==> src/rtl/hazard_ctrl.sv <==
// hazard_ctrl: pipeline hazard controller for the five-stage core.
//
// Resolves load-use hazards, taken branches resolved in EX, and structural hazards on the
// multi-cycle multiply/divide unit. Stall/flush controls are same-cycle functions of the inputs
// and the multiply/divide tracking state.
//
// Build option: define HAZ_MD_EN to build the multiply/divide busy tracker (BUSY/IDLE FSM plus
// down-counter). Without it, md_busy/md_done are tied low and ex_md_start, id_md_op and
// MD_CYCLES are ignored.
//
// Parameters:
//   MD_CYCLES        multiply/divide occupancy in cycles (2..64)
// Ports:
//   clk, rst         clock, asynchronous active-high reset
//   id_rs, id_rt     source register fields of the ID instruction
//   id_uses_rs/rt    ID instruction reads rs / rt
//   id_md_op         ID instruction needs the multiply/divide unit or HI/LO
//   ex_MemRead       EX instruction is a load
//   ex_RegWrite      EX instruction writes a register
//   ex_RegAddr       EX destination register
//   ex_branch_taken  branch/jump in EX resolved taken
//   ex_md_start      EX instruction starts a multiply/divide
//   pc_stall         hold PC
//   ifid_stall       hold IF/ID
//   ifid_flush       zero IF/ID on the next edge
//   idex_flush       bubble into ID/EX
//   md_busy          multiply/divide unit occupied
//   md_done          pulse in the final busy cycle
module hazard_ctrl #(
  parameter int unsigned MD_CYCLES = 32
) (
  input  logic       clk,
  input  logic       rst,
  input  logic [4:0] id_rs,
  input  logic [4:0] id_rt,
  input  logic       id_uses_rs,
  input  logic       id_uses_rt,
  input  logic       id_md_op,
  input  logic       ex_MemRead,
  input  logic       ex_RegWrite,
  input  logic [4:0] ex_RegAddr,
  input  logic       ex_branch_taken,
  input  logic       ex_md_start,
  output logic       pc_stall,
  output logic       ifid_stall,
  output logic       ifid_flush,
  output logic       idex_flush,
  output logic       md_busy,
  output logic       md_done
);

  logic w_lu;
  logic w_mdh;
  logic w_busy;
  logic w_done;

  // r0 is never a real producer, so a load into r0 cannot create a dependency.
  assign w_lu = ex_MemRead && ex_RegWrite && (ex_RegAddr != 5'd0) &&
                ((id_uses_rs && (id_rs == ex_RegAddr)) ||
                 (id_uses_rt && (id_rt == ex_RegAddr)));

`ifdef HAZ_MD_EN
  localparam int unsigned CntW = (MD_CYCLES > 1) ? $clog2(MD_CYCLES) : 1;
  localparam logic [CntW-1:0] CntLoad = CntW'(MD_CYCLES - 1);

  typedef enum logic {StIdle, StBusy} state_e;

  state_e          r_state;
  logic [CntW-1:0] r_cnt;

  always_ff @(posedge clk or posedge rst) begin
    if (rst) begin
      r_state <= StIdle;
      r_cnt   <= '0;
    end else begin
      unique case (r_state)
        StIdle: begin
          if (ex_md_start) begin
            r_state <= StBusy;
            r_cnt   <= CntLoad;
          end
        end
        StBusy: begin
          // A start while busy restarts the occupancy window.
          if (ex_md_start) begin
            r_cnt <= CntLoad;
          end else if (r_cnt != '0) begin
            r_cnt <= r_cnt - 1'b1;
          end else begin
            r_state <= StIdle;
          end
        end
      endcase
    end
  end

  assign w_busy = (r_state == StBusy);
  assign w_done = w_busy && (r_cnt == '0);
  // The final busy cycle releases the dependent op: it reaches EX as the result becomes valid.
  assign w_mdh  = id_md_op && ((w_busy && (r_cnt != '0)) || ex_md_start);
`else
  logic w_unused;

  assign w_busy   = 1'b0;
  assign w_done   = 1'b0;
  assign w_mdh    = 1'b0;
  assign w_unused = ex_md_start ^ id_md_op ^ (MD_CYCLES == 0) ^ clk;
`endif

  always_comb begin
    pc_stall   = 1'b0;
    ifid_stall = 1'b0;
    ifid_flush = 1'b0;
    idex_flush = 1'b0;
    md_busy    = 1'b0;
    md_done    = 1'b0;
    if (!rst) begin
      md_busy = w_busy;
      md_done = w_done;
      // A taken branch makes the ID instruction wrong-path, so its hazards are moot.
      if (ex_branch_taken) begin
        ifid_flush = 1'b1;
        idex_flush = 1'b1;
      end else if (w_lu || w_mdh) begin
        pc_stall   = 1'b1;
        ifid_stall = 1'b1;
        idex_flush = 1'b1;
      end
    end
  end

endmodule

==> config.mk <==
export PLATFORM = sky130hd
export DESIGN_NAME = hazard_ctrl
export DESIGN_NICKNAME = d
export VERILOG_FILES = /design/src/rtl/hazard_ctrl.sv
export SDC_FILE = /design/constraint.sdc
export NUM_CORES = 1
export LEC_CHECK = 0
export CORE_AREA = 8 8 45 47
export DETAILED_ROUTE_END_ITERATION = 6
export DIE_AREA = 0 0 53 55
export GPL_ROUTABILITY_DRIVEN = 0
export PLACE_DENSITY = 0.65
export SLEW_MARGIN = 5
export SYNTH_ARGS = -nofsm -noshare
export SYNTH_HDL_FRONTEND = slang
export SYNTH_SLANG_ARGS = --single-unit
==> constraint.sdc <==
create_clock -name vclk -period 1.85
set_input_delay 0.37 -clock vclk [all_inputs]
set_output_delay 0.37 -clock vclk [all_outputs]
set_load 0.1 [all_outputs]
Word-level counts from Yosys, hierarchy flattened
Cells that the tools add are included.
- reduce and logical (&&, ||, !) cells: 7
- equality and inequality tests: 2
- muxes and demuxes: 7
- operators by type and width (kind ; number):
    $eq 5x5->1 ; 2
    $mux 1 ; 7
    $logic_and 1x1->1 ; 5
    $reduce_bool 5->1 ; 1
    $logic_or 1x1->1 ; 1
- logic and storage cells: 16
- register bits: 0
- input port bits: 24

Logic depth before layout (Yosys ltp)
Gate-level depths: netlist (run 1).
- depth in word-level cells: 7
- depth in mapped cells: 5
- mapped depth without buffers: 4

Worst setup path before layout (run 1)
Ideal clock, no wire load.
- path type: input-to-output
- start point: input ex_RegAddr[3]
- end point: output pc_stall
- data arrival time: 3617 ps
- required time: 1480 ps
- setup slack: -2137 ps
- stages on the path: 5
- cells stage by stage: xor2_1 -> nor4_1 -> a32oi_1 -> nor3_1 -> buf_4
- longest elaborated chain between the ends: 7
- RTL lines (element ; RTL line ; text):
    start, declared ; 41 ; input logic [4:0] ex_RegAddr,
    $eq 5x5->1, on equally long branches ; 59, 60 ;
    $logic_and 1x1->1, on equally long branches ; 59, 60 ;
    $logic_or 1x1->1 ; 59 ; ((id_uses_rs && (id_rs == ex_RegAddr)) ||
    $logic_and 1x1->1 (*) ; 58 ; assign w_lu = ex_MemRead && ex_RegWrite && (ex_RegAddr != 5'd0) &&
    $mux 1 (*) (3 in a row) ; -- ;
    end, declared ; 44 ; output logic pc_stall,
Every way passes the cells marked *; elsewhere a longest branch is shown, timed or not.

Worst setup path in the final report (run 1)
- start point: input ex_RegAddr[4]
- end point: output ifid_stall
- longest elaborated chain between the ends: 7
- RTL lines (element ; RTL line ; text):
    $eq 5x5->1, on equally long branches ; 59, 60 ;
    $logic_and 1x1->1, on equally long branches ; 59, 60 ;
    $logic_or 1x1->1 ; 59 ;
    $logic_and 1x1->1 (*) ; 58 ;
    $mux 1 (*) ; 124 ; end else if (w_lu || w_mdh) begin
    $mux 1 (*) ; 121 ; if (ex_branch_taken) begin
    $mux 1 (*) ; 117 ; if (!rst) begin
    end, declared ; 45 ; output logic ifid_stall,
Marks and branches as above.

==> results of run 1 <==
power by group:
part / internal [mW] / total (mW) / switching (mW)
Clock: 0 / 0 / 0
Sequential: 0 / 0 / 0
Combinational: 0.0690 / 0.142 / 0.0727
final cells by class:
class	instances	area (sq um)	share of cell area, %
repair buffers	30	309	53.9
multi-input cells	21	240	41.9
well taps	16	20.0	3.49
inverters	1	3.75	0.655
timing repair:
item / 4_1_cts / 5_1_grt
pin swaps: 15 / 0
setup buffers: 0 / 1
resized for setup: 61 / 3
endpoints found under the hold margin: 0 / 0
endpoints found under the setup margin: 3 / 3
worst paths after layout:
| check | cells after the start | slack, ns | from | end |
|---|---|---|---|---|
| max | 6 | -0.13 | ex_RegAddr[4] | ifid_stall |
| min | 5 | 1.46 | ex_RegAddr[1] | idex_flush |
through the flow:
step           TNS, ns  util, %  setup slack [ns]  hold WS (ns)  power (mW)
6_report        -0.355     41.4            -0.125          1.46       0.142
5_1_grt         -0.654     41.4            -0.231          1.51       0.151
4_1_cts         -0.399     40.1            -0.151          1.48       0.139
3_5_place_dp     -1.75     38.0            -0.601          1.49       0.134
3_3_place_gp     -1.67     38.0            -0.560          1.49       0.133
2_1_floorplan    -1.38        -            -0.647         0.855      0.0635
logic make-up after synthesis:
family | count (synthesis)
AO/OA/AOI/OAI | 3
XOR/XNOR | 10
buffers and inverters | 4
other | 1
AND/OR/NAND/NOR | 6
cell usage in the layout, fill, tap and decap left out, types with 2 or more instances in the layout:
master           count
buf_12               4
buf_2                5
buf_4                4
buf_6                5
clkdlybuf4s15_1      2
clkdlybuf4s50_1      6
conb_1               2
dlygate4sd2_1        2
xor2_1               6
xor2_2               2
metal layers:
metal | global-route usage (%) | vias up | routed length (microns)
met1 | 6.34 | 106 | 261
met5 | 0 | - | 0
li1 | - | 134 | -
met2 | 10.9 | 12 | 482
met4 | 0 | 0 | 0
met3 | 1.60 | 0 | 79
==> results by group, run 1 <==
Routing
  • Iteration-0 DRC count of the detailed router: 1
  • Drt via density: 3.71
  • DRC: 0
  • Total iterations of the first detailed-routing run: 2
  • Antenna Nets Post-Route: 0
  • Post-detailed-route wirelength per cell: 12.1 microns
  • Total Wirelength: 823 microns
  • Vias post-DR: 252

Floorplanning
  • Area of the core: 0.00138 sq mm
  • Number of ports placed on the die boundary: 30
  • Initial core utilization: 13.5%
  • Total die area: 0.00292 sq mm
  • Number of cell rows: 14
  • Overall die width: 53 microns
  • Die Span Y: 55 microns

Global route
  • Grt total ovfl: 0
  • First-pass GRT wire length: 1320 microns
  • Global-route usage over all layers: 5.67%
  • Number of antenna violations at the first check in global routing: 0
  • Maximum number of pins on one net before global-route repair: 4
  • Vias in the first global route: 303

Clock network
  • Count of hold buffers inserted by post-cts repair: 0

Synth
  • Portion of the post-synthesis area used by sequential elements: 0%
  • Complex-gate fraction of the synthesized area: 16.8%
  • Area fraction in and, or, nand and nor cells after synthesis: 20.1%
  • Count of mapped cells out of synthesis: 24
  • Cell area after synthesis: 186 sq um
  • Main combinational cell family by area after synthesis: XOR/XNOR gates
  • Top cell types by occurrence after synthesis: xor2_1, buf_4, nor4_1, xnor2_1
  • Synth unique cells: 13
  • Ranking of synthesized cells by area: xor2_1, buf_4, xnor2_1
  • Proportion of synthesized area in mux cells: 0%
  • Top cell type's share of synthesized area: 37.6%
  • Cell taking the most area after synthesis: xor2_1
  • Total number of yosys warnings: 0
  • Adder and majority cell fraction of the synthesized area: 0%
  • Top-count cell post-synth: xor2_1
  • Xor and xnor area share after synthesis: 47.0%
  • Avg Inst Size Synth: 7.77 sq um

Outcome
  • Violated checks: negative setup slack
  • Run status: complete, but fails checks

Finish
  • Non-filler instance count after layout: 68
  • Antenna diodes: 0
  • Finished Cell Area: 573 sq um
  • Final nets: 78
  • Syn-to-layout area delta: 207%
  • Ratio of cells with drive above 1 in the final layout: 57.7%
  • Fill cell total of the finished layout: 148
  • Layout clock buffers: 0
  • Storage cell area: 0 sq um
  • Count of flip-flops and latches: 0

Placed design
  • Cell count after placement: 67
  • Placed Area: 526 sq um
  • DP Wirelength: 728 microns
  • PortBufs: 25

Timing
  • Max Transition Viols Final: 0
  • Unrepaired setup endpoints after global routing: true
  • Hold Vio Cnt, Final: 0
  • Min Clock Period, post-route: 1.98 ns
  • Crit share post-route: 107%
  • Maximum clock rate: 506 MHz
  • Setup WS post-layout: -0.125 ns
  • Final setup violation count: 3

Worst setup path
  • Worst setup path category: in2out
  • Critical-path top delay cell: nor4_1
  • Critical path buffer and inverter count: 2
  • Critical-path cell list: buf_2 -> xor2_1 -> nor4_1 -> a32oi_2 -> nor3_4 -> buf_12
  • Data arrival time of the worst path: 1.61 ns
  • Maximum fanout count along the critical path: 3
  • Top Family by Delay on Critical Path: simple AND/OR/NAND/NOR gates
  • Required @ worst endpoint: 1.48 ns
  • Critical path launch point type: input port
  • Critical Path End Type: output pin
  • Delay of the slowest critical-path stage: 0.32 ns

Power
  • Static leakage: 0.245 nW
  • Power density of the placed cells: 247 mW/mm^2
  • Worst ir drop on vdd: 0.0962 mV

Flow run
  • Max-cap check violation count: 0

Min path
  • Path type of the worst min-delay path: in2out
Note: power is estimated with default switching activity, not from simulation.
==> run 2, diff against run 1 <==
==> constraint.sdc (replaced) <==
create_clock -name vclk -period 2.1
set_input_delay 0.42 -clock vclk [all_inputs]
set_output_delay 0.42 -clock vclk [all_outputs]
set_load 0.1 [all_outputs]
==> run 2 against run 1 <==
The run still ends with negative setup slack left. Combinational power shrank 15%. First-iteration DRC count fell by 100%. Wire length fell by 0.49%. Clock-buffer cell count unchanged. Hold slack better by 0.073 ns. Setup slack gained 0.12 ns. Final cell count shrank 1.5%. Non-clock buffer count shrank 1.
==> results by group, run 2 (synthesis results as in run 1) <==
Global route
  • Grt total ovfl: 0
  • Number of antenna violations at the first check in global routing: 0
  • Vias in the first global route: 311
  • Maximum number of pins on one net before global-route repair: 4
  • Global-route usage over all layers: 5.34%
  • First-pass GRT wire length: 1260 microns

Finish
  • Area occupied by multi-input gates: 231 sq um
  • Final nets: 77
  • Layout clock buffers: 0
  • Fill cell total of the finished layout: 153
  • Syn-to-layout area delta: 195%
  • Highest-count cells in the layout ignoring fill and taps: xor2_1, clkdlybuf4s50_1, buf_2
  • Storage cell area: 0 sq um
  • Leading cell type in the layout, fill and taps excluded: xor2_1
  • Antenna diodes: 0
  • Count of flip-flops and latches: 0
  • Ratio of cells with drive above 1 in the final layout: 51.0%
  • Post-layout utilization of the core: 39.7%

Placed design
  • Worst Setup Slack post-DPL: -0.482 ns
  • DP Wirelength: 755 microns
  • PortBufs: 25

Floorplanning
  • Initial core utilization: 13.5%
  • Number of cell rows: 14
  • Area of the core: 0.00138 sq mm
  • Total die area: 0.00292 sq mm
  • Number of ports placed on the die boundary: 30
  • Die Span Y: 55 microns
  • Overall die width: 53 microns

Routing
  • Antenna Nets Post-Route: 0
  • DRC: 0
  • Post-detailed-route wirelength per cell: 12.2 microns
  • Iteration-0 DRC count of the detailed router: 0
  • Total iterations of the first detailed-routing run: 1
  • Total Wirelength: 819 microns
  • Drt via density: 3.91
  • Vias post-DR: 262

Min path
  • Hold path depth: 5
  • Path type of the worst min-delay path: in2out
  • Worst Hold Endpoint: idex_flush
  • Startpoint of the lowest-slack hold path: ex_RegAddr[1]

Power
  • Power density of the placed cells: 219 mW/mm^2
  • Worst ir drop on vdd: 0.0718 mV
  • Static leakage: 0.235 nW

Outcome
  • Violated checks: negative setup slack
  • Run status: complete, but fails checks

Worst setup path
  • Worst setup path category: in2out
  • Maximum fanout count along the critical path: 2
  • Critical path launch point type: input port
  • Critical Path End Type: output pin
  • Required @ worst endpoint: 1.68 ns
  • Data arrival time of the worst path: 1.68 ns

Timing
  • Hold Vio Cnt, Final: 0
  • Final setup violation count: 2
  • Setup WS post-layout: -0.00210 ns
  • Crit share post-route: 100%
  • Max Transition Viols Final: 0
  • Min Clock Period, post-route: 2.10 ns
  • Unrepaired setup endpoints after global routing: true
  • Maximum clock rate: 476 MHz

Flow run
  • Max-cap check violation count: 0
-- run 2: cell types whose count changed in the layout (fill, tap and decap cells not counted) --
cell / change
buf_4: -1
nor4_1: -1
dlygate4sd2_1: +1
buf_2: +1
buf_6: -1
clkdlybuf4s15_1: +1
nor4_2: +1
buf_8: -1
clkbuf_2: -1
xor2_2: -2
xor2_1: +2
-- run 2: what timing repair did --
item,in CTS,in global routing
buffers inserted,1,0
gates resized for setup,54,2
hold buffers,0,0
pin swaps,12,3
gates cloned,0,0
endpoints found under the setup margin,3,3
-- run 2: per-stage QoR --
stage	cells	TNS (ns)	hold WS (ns)	area, sq um	power [mW]
after floorplan	25	-0.929	0.955	220	0.0559
after global placement	66	-1.34	1.59	518	0.115
after detailed placement	66	-1.36	1.59	518	0.116
after CTS	67	-0.0265	1.54	549	0.120
after global routing	67	-0.281	1.57	549	0.128
final	67	-0.00306	1.54	549	0.120
-- run 2: per-layer routing --
layer  GRT usage, %  vias up  routed length, microns
met5              0        -                       0
met4              0        0                       0
met3           2.41        0                     120
met2           11.5       12                     475
met1           4.52      116                     224
li1               -      134                       -
-- run 2: layout make-up --
type	instances	area share (%)
Inverter	1	0.683
Multi-Input combinational cell	21	42.1
Tap cell	16	3.64
Timing Repair Buffer	29	53.5
-- run 2: power breakdown --
part | switching [mW] | internal, mW | leakage (nW)
clock network | 0 | 0 | 0
registers | 0 | 0 | 0
logic | 0.0636 | 0.0567 | 0.235
total | 0.0636 | 0.0567 | 0.235
-- run 2: how the worst max path moves through the flow --
| stage | startpoint | end | slack, ns | depth (start not counted) |
|---|---|---|---|---|
| after floorplan | ex_RegAddr[3] | pc_stall | -0.50 | 5 |
| after global placement | ex_RegAddr[2] | ifid_stall | -0.48 | 6 |
| after detailed placement | ex_RegAddr[2] | ifid_stall | -0.48 | 6 |
| after CTS | id_rs[3] | idex_flush | -0.01 | 7 |
| after global routing | id_rs[3] | ifid_stall | -0.11 | 6 |
| final | id_rs[3] | ifid_stall | -0.002 | 6 |
-- run 2: critical path: stages --
cell and delay (ns):
buf_6 0.09, xor2_1 0.15, nor4_2 0.30, a32oi_2 0.19, nor3_4 0.31, buf_12 0.21
==> run 3, diff against run 2 <==
--- a/config.mk
+++ b/config.mk
@@ -5,11 +5,12 @@
 export SDC_FILE = /design/constraint.sdc
 export NUM_CORES = 1
 export LEC_CHECK = 0
+export ABC_AREA = 1
 export CORE_AREA = 8 8 45 47
 export DETAILED_ROUTE_END_ITERATION = 6
 export DIE_AREA = 0 0 53 55
 export GPL_ROUTABILITY_DRIVEN = 0
-export PLACE_DENSITY = 0.65
+export PLACE_DENSITY = 0.73
 export SLEW_MARGIN = 5
 export SYNTH_ARGS = -nofsm -noshare
 export SYNTH_HDL_FRONTEND = slang
==> run 3 against run 2 <==
The run now ends clean. Via count up 59%. Critical path depth up 2. First-iteration DRC count up 12. Die area unchanged. Clock-buffer cell count unchanged. Combinational power down 5%. Final cell count up 58%. Flip-flop and latch count unchanged. Critical path type unchanged. Largest cell class unchanged.
==> results by group, run 3 <==
Outcome
  • Run status: complete, no violations

Floorplanning
  • Number of ports placed on the die boundary: 30
  • Area of the core: 0.00138 sq mm
  • Number of cell rows: 14
  • Total die area: 0.00292 sq mm
  • Overall die width: 53 microns
  • Initial core utilization: 20.6%
  • Die Span Y: 55 microns

Worst setup path
  • Worst path most repeated cell: nand2_1
  • Worst setup path category: in2out
  • Critical-path top delay cell: clkdlybuf4s50_1
  • Critical path launch point type: input port
  • Maximum fanout count along the critical path: 2
  • Delay of the slowest critical-path stage: 0.46 ns
  • Required @ worst endpoint: 1.68 ns
  • Critical Path End Type: output pin
  • Critical-path cell list: clkdlybuf4s50_1 -> nand2_1 -> nor2_2 -> nand3_1 -> nand2_1 -> nand2_2 -> nor2_4 -> buf_12
  • Data arrival time of the worst path: 1.58 ns

Finish
  • Final nets: 116
  • Highest-count cells in the layout ignoring fill and taps: nand2_1, inv_1, dlygate4sd2_1
  • Post-layout utilization of the core: 41.5%
  • Syn-to-layout area delta: 101%
  • Antenna diodes: 0
  • Leading cell type in the layout, fill and taps excluded: nand2_1
  • Non-filler instance count after layout: 106
  • Finished Cell Area: 574 sq um
  • Storage cell area: 0 sq um
  • Ratio of cells with drive above 1 in the final layout: 16.7%
  • Layout clock buffers: 0
  • Count of flip-flops and latches: 0

Routing
  • Met2 WL post-DR: 463 microns
  • Wire length on met3: 74 microns
  • Total iterations of the first detailed-routing run: 4
  • Drt via density: 3.92
  • Max Used Layer: met3
  • Post-detailed-route wirelength per cell: 8.61 microns
  • DRC: 0
  • Total Wirelength: 913 microns
  • Antenna Nets Post-Route: 0
  • Met1 Wirelength: 375 microns
  • Iteration-0 DRC count of the detailed router: 12
  • Vias post-DR: 416

Flow run
  • Max-cap check violation count: 0

Timing
  • Setup WS post-layout: 0.0962 ns
  • Crit share post-route: 95.4%
  • Max Transition Viols Final: 0
  • Min Clock Period, post-route: 2.00 ns
  • Hold Vio Cnt, Final: 0
  • Maximum clock rate: 499 MHz
  • Final-layout worst hold slack: 1.46 ns
  • Setup tns final: 0 ns
  • Unrepaired setup endpoints after global routing: false
  • Final setup violation count: 0

Power
  • Comb pwr share: 100.0%
  • Sw power: 0.0671 mW
  • Switching part of the total: 58.8%
  • Worst ir drop on vdd: 0.0818 mV
  • Power after layout: 0.114 mW
  • Power density of the placed cells: 199 mW/mm^2
  • Part of the total power dissipated in sequential elements: 0%
  • Share of total power in the clock network: 0%
  • Design internal power: 0.0470 mW
  • Static leakage: 0.377 nW

Min path
  • Path type of the worst min-delay path: in2out

Synth
  • Total number of yosys warnings: 0
  • Top cell type's share of synthesized area: 39.5%
  • Portion of the post-synthesis area used by sequential elements: 0%
  • Synth unique cells: 10
  • Complex-gate fraction of the synthesized area: 0%
  • Xor and xnor area share after synthesis: 0%
  • Cell taking the most area after synthesis: nand2_1
  • Top cell types by occurrence after synthesis: nand2_1, inv_1, nor2_1, inv_2, nor2_2
  • Top-count cell post-synth: nand2_1
  • Area fraction in and, or, nand and nor cells after synthesis: 68.4%
  • Proportion of synthesized area in mux cells: 0%
  • Main combinational cell family by area after synthesis: simple AND/OR/NAND/NOR gates
  • Count of mapped cells out of synthesis: 67
  • Avg Inst Size Synth: 4.26 sq um
  • Cell area after synthesis: 285 sq um
  • Ranking of synthesized cells by area: nand2_1, inv_1, nor2_2
  • Adder and majority cell fraction of the synthesized area: 0%

Global route
  • Global-route usage over all layers: 5.94%
  • Vias in the first global route: 377
  • Grt total ovfl: 0
  • Number of antenna violations at the first check in global routing: 0
  • First-pass GRT wire length: 1440 microns
  • Maximum number of pins on one net before global-route repair: 6

Placed design
  • Worst Setup Slack post-DPL: -0.107 ns
  • Cell count after placement: 106
  • Placed Area: 582 sq um
  • DP Wirelength: 834 microns
  • PortBufs: 25

Clock network
  • Post-CTS Setup Inserts: 0
-- run 3: cell count changes after synthesis, sizes merged, moves of 2 or more --
cell and delta:
nor2 +10, nand4 +2, inv +16, nand3 +2, xor2 -8, nand2 +32, xnor2 -2, nor4 -2
-- run 3: path summary, 6_finish.rpt --
| path | startpoint | depth (start not counted) | endpoint |
|---|---|---|---|
| worst max-delay path | id_uses_rt | 8 | pc_stall |
| worst min-delay path | id_uses_rs | 8 | ifid_stall |
-- run 3: power by group through the flow --
| stage | combinational, mW | clock [mW] | sequential [mW] |
|---|---|---|---|
| floorplan | 0.0670 | 0 | 0 |
| global placement | 0.122 | 0 | 0 |
| CTS | 0.115 | 0 | 0 |
| detailed placement | 0.124 | 0 | 0 |
| global route | 0.124 | 0 | 0 |
| finish | 0.114 | 0 | 0 |
-- run 3: metal layers --
layer / global-route usage (%) / up-vias
li1: - / 232
met4: 0 / 0
met2: 10.2 / 13
met3: 1.34 / 0
met5: 0 / -
met1: 7.84 / 171
-- run 3: layout make-up --
class	instances	area, sq um
well taps	16	20.0
repair buffers	25	283
fillers	151	810
inverters	17	63.8
multi-input cells	48	208
-- run 3: cells by family (layout without fill, tap and decap cells) --
logic type / after synthesis / count (layout)
buffers and inverters: 20 / 42
AND/OR/NAND/NOR: 46 / 46
other: 1 / 2
-- run 3: critical path, delay by kind of cell --
family	cells	cell delay [ns]
buffers and inverters	2	0.65
and+or+nand+nor	6	0.51
-- run 3: timing repair --
action                                  CTS  global route
pin swaps                                 7            10
hold buffers                              0             0
endpoints found under the setup margin    3             3
gates resized for setup                  14             4
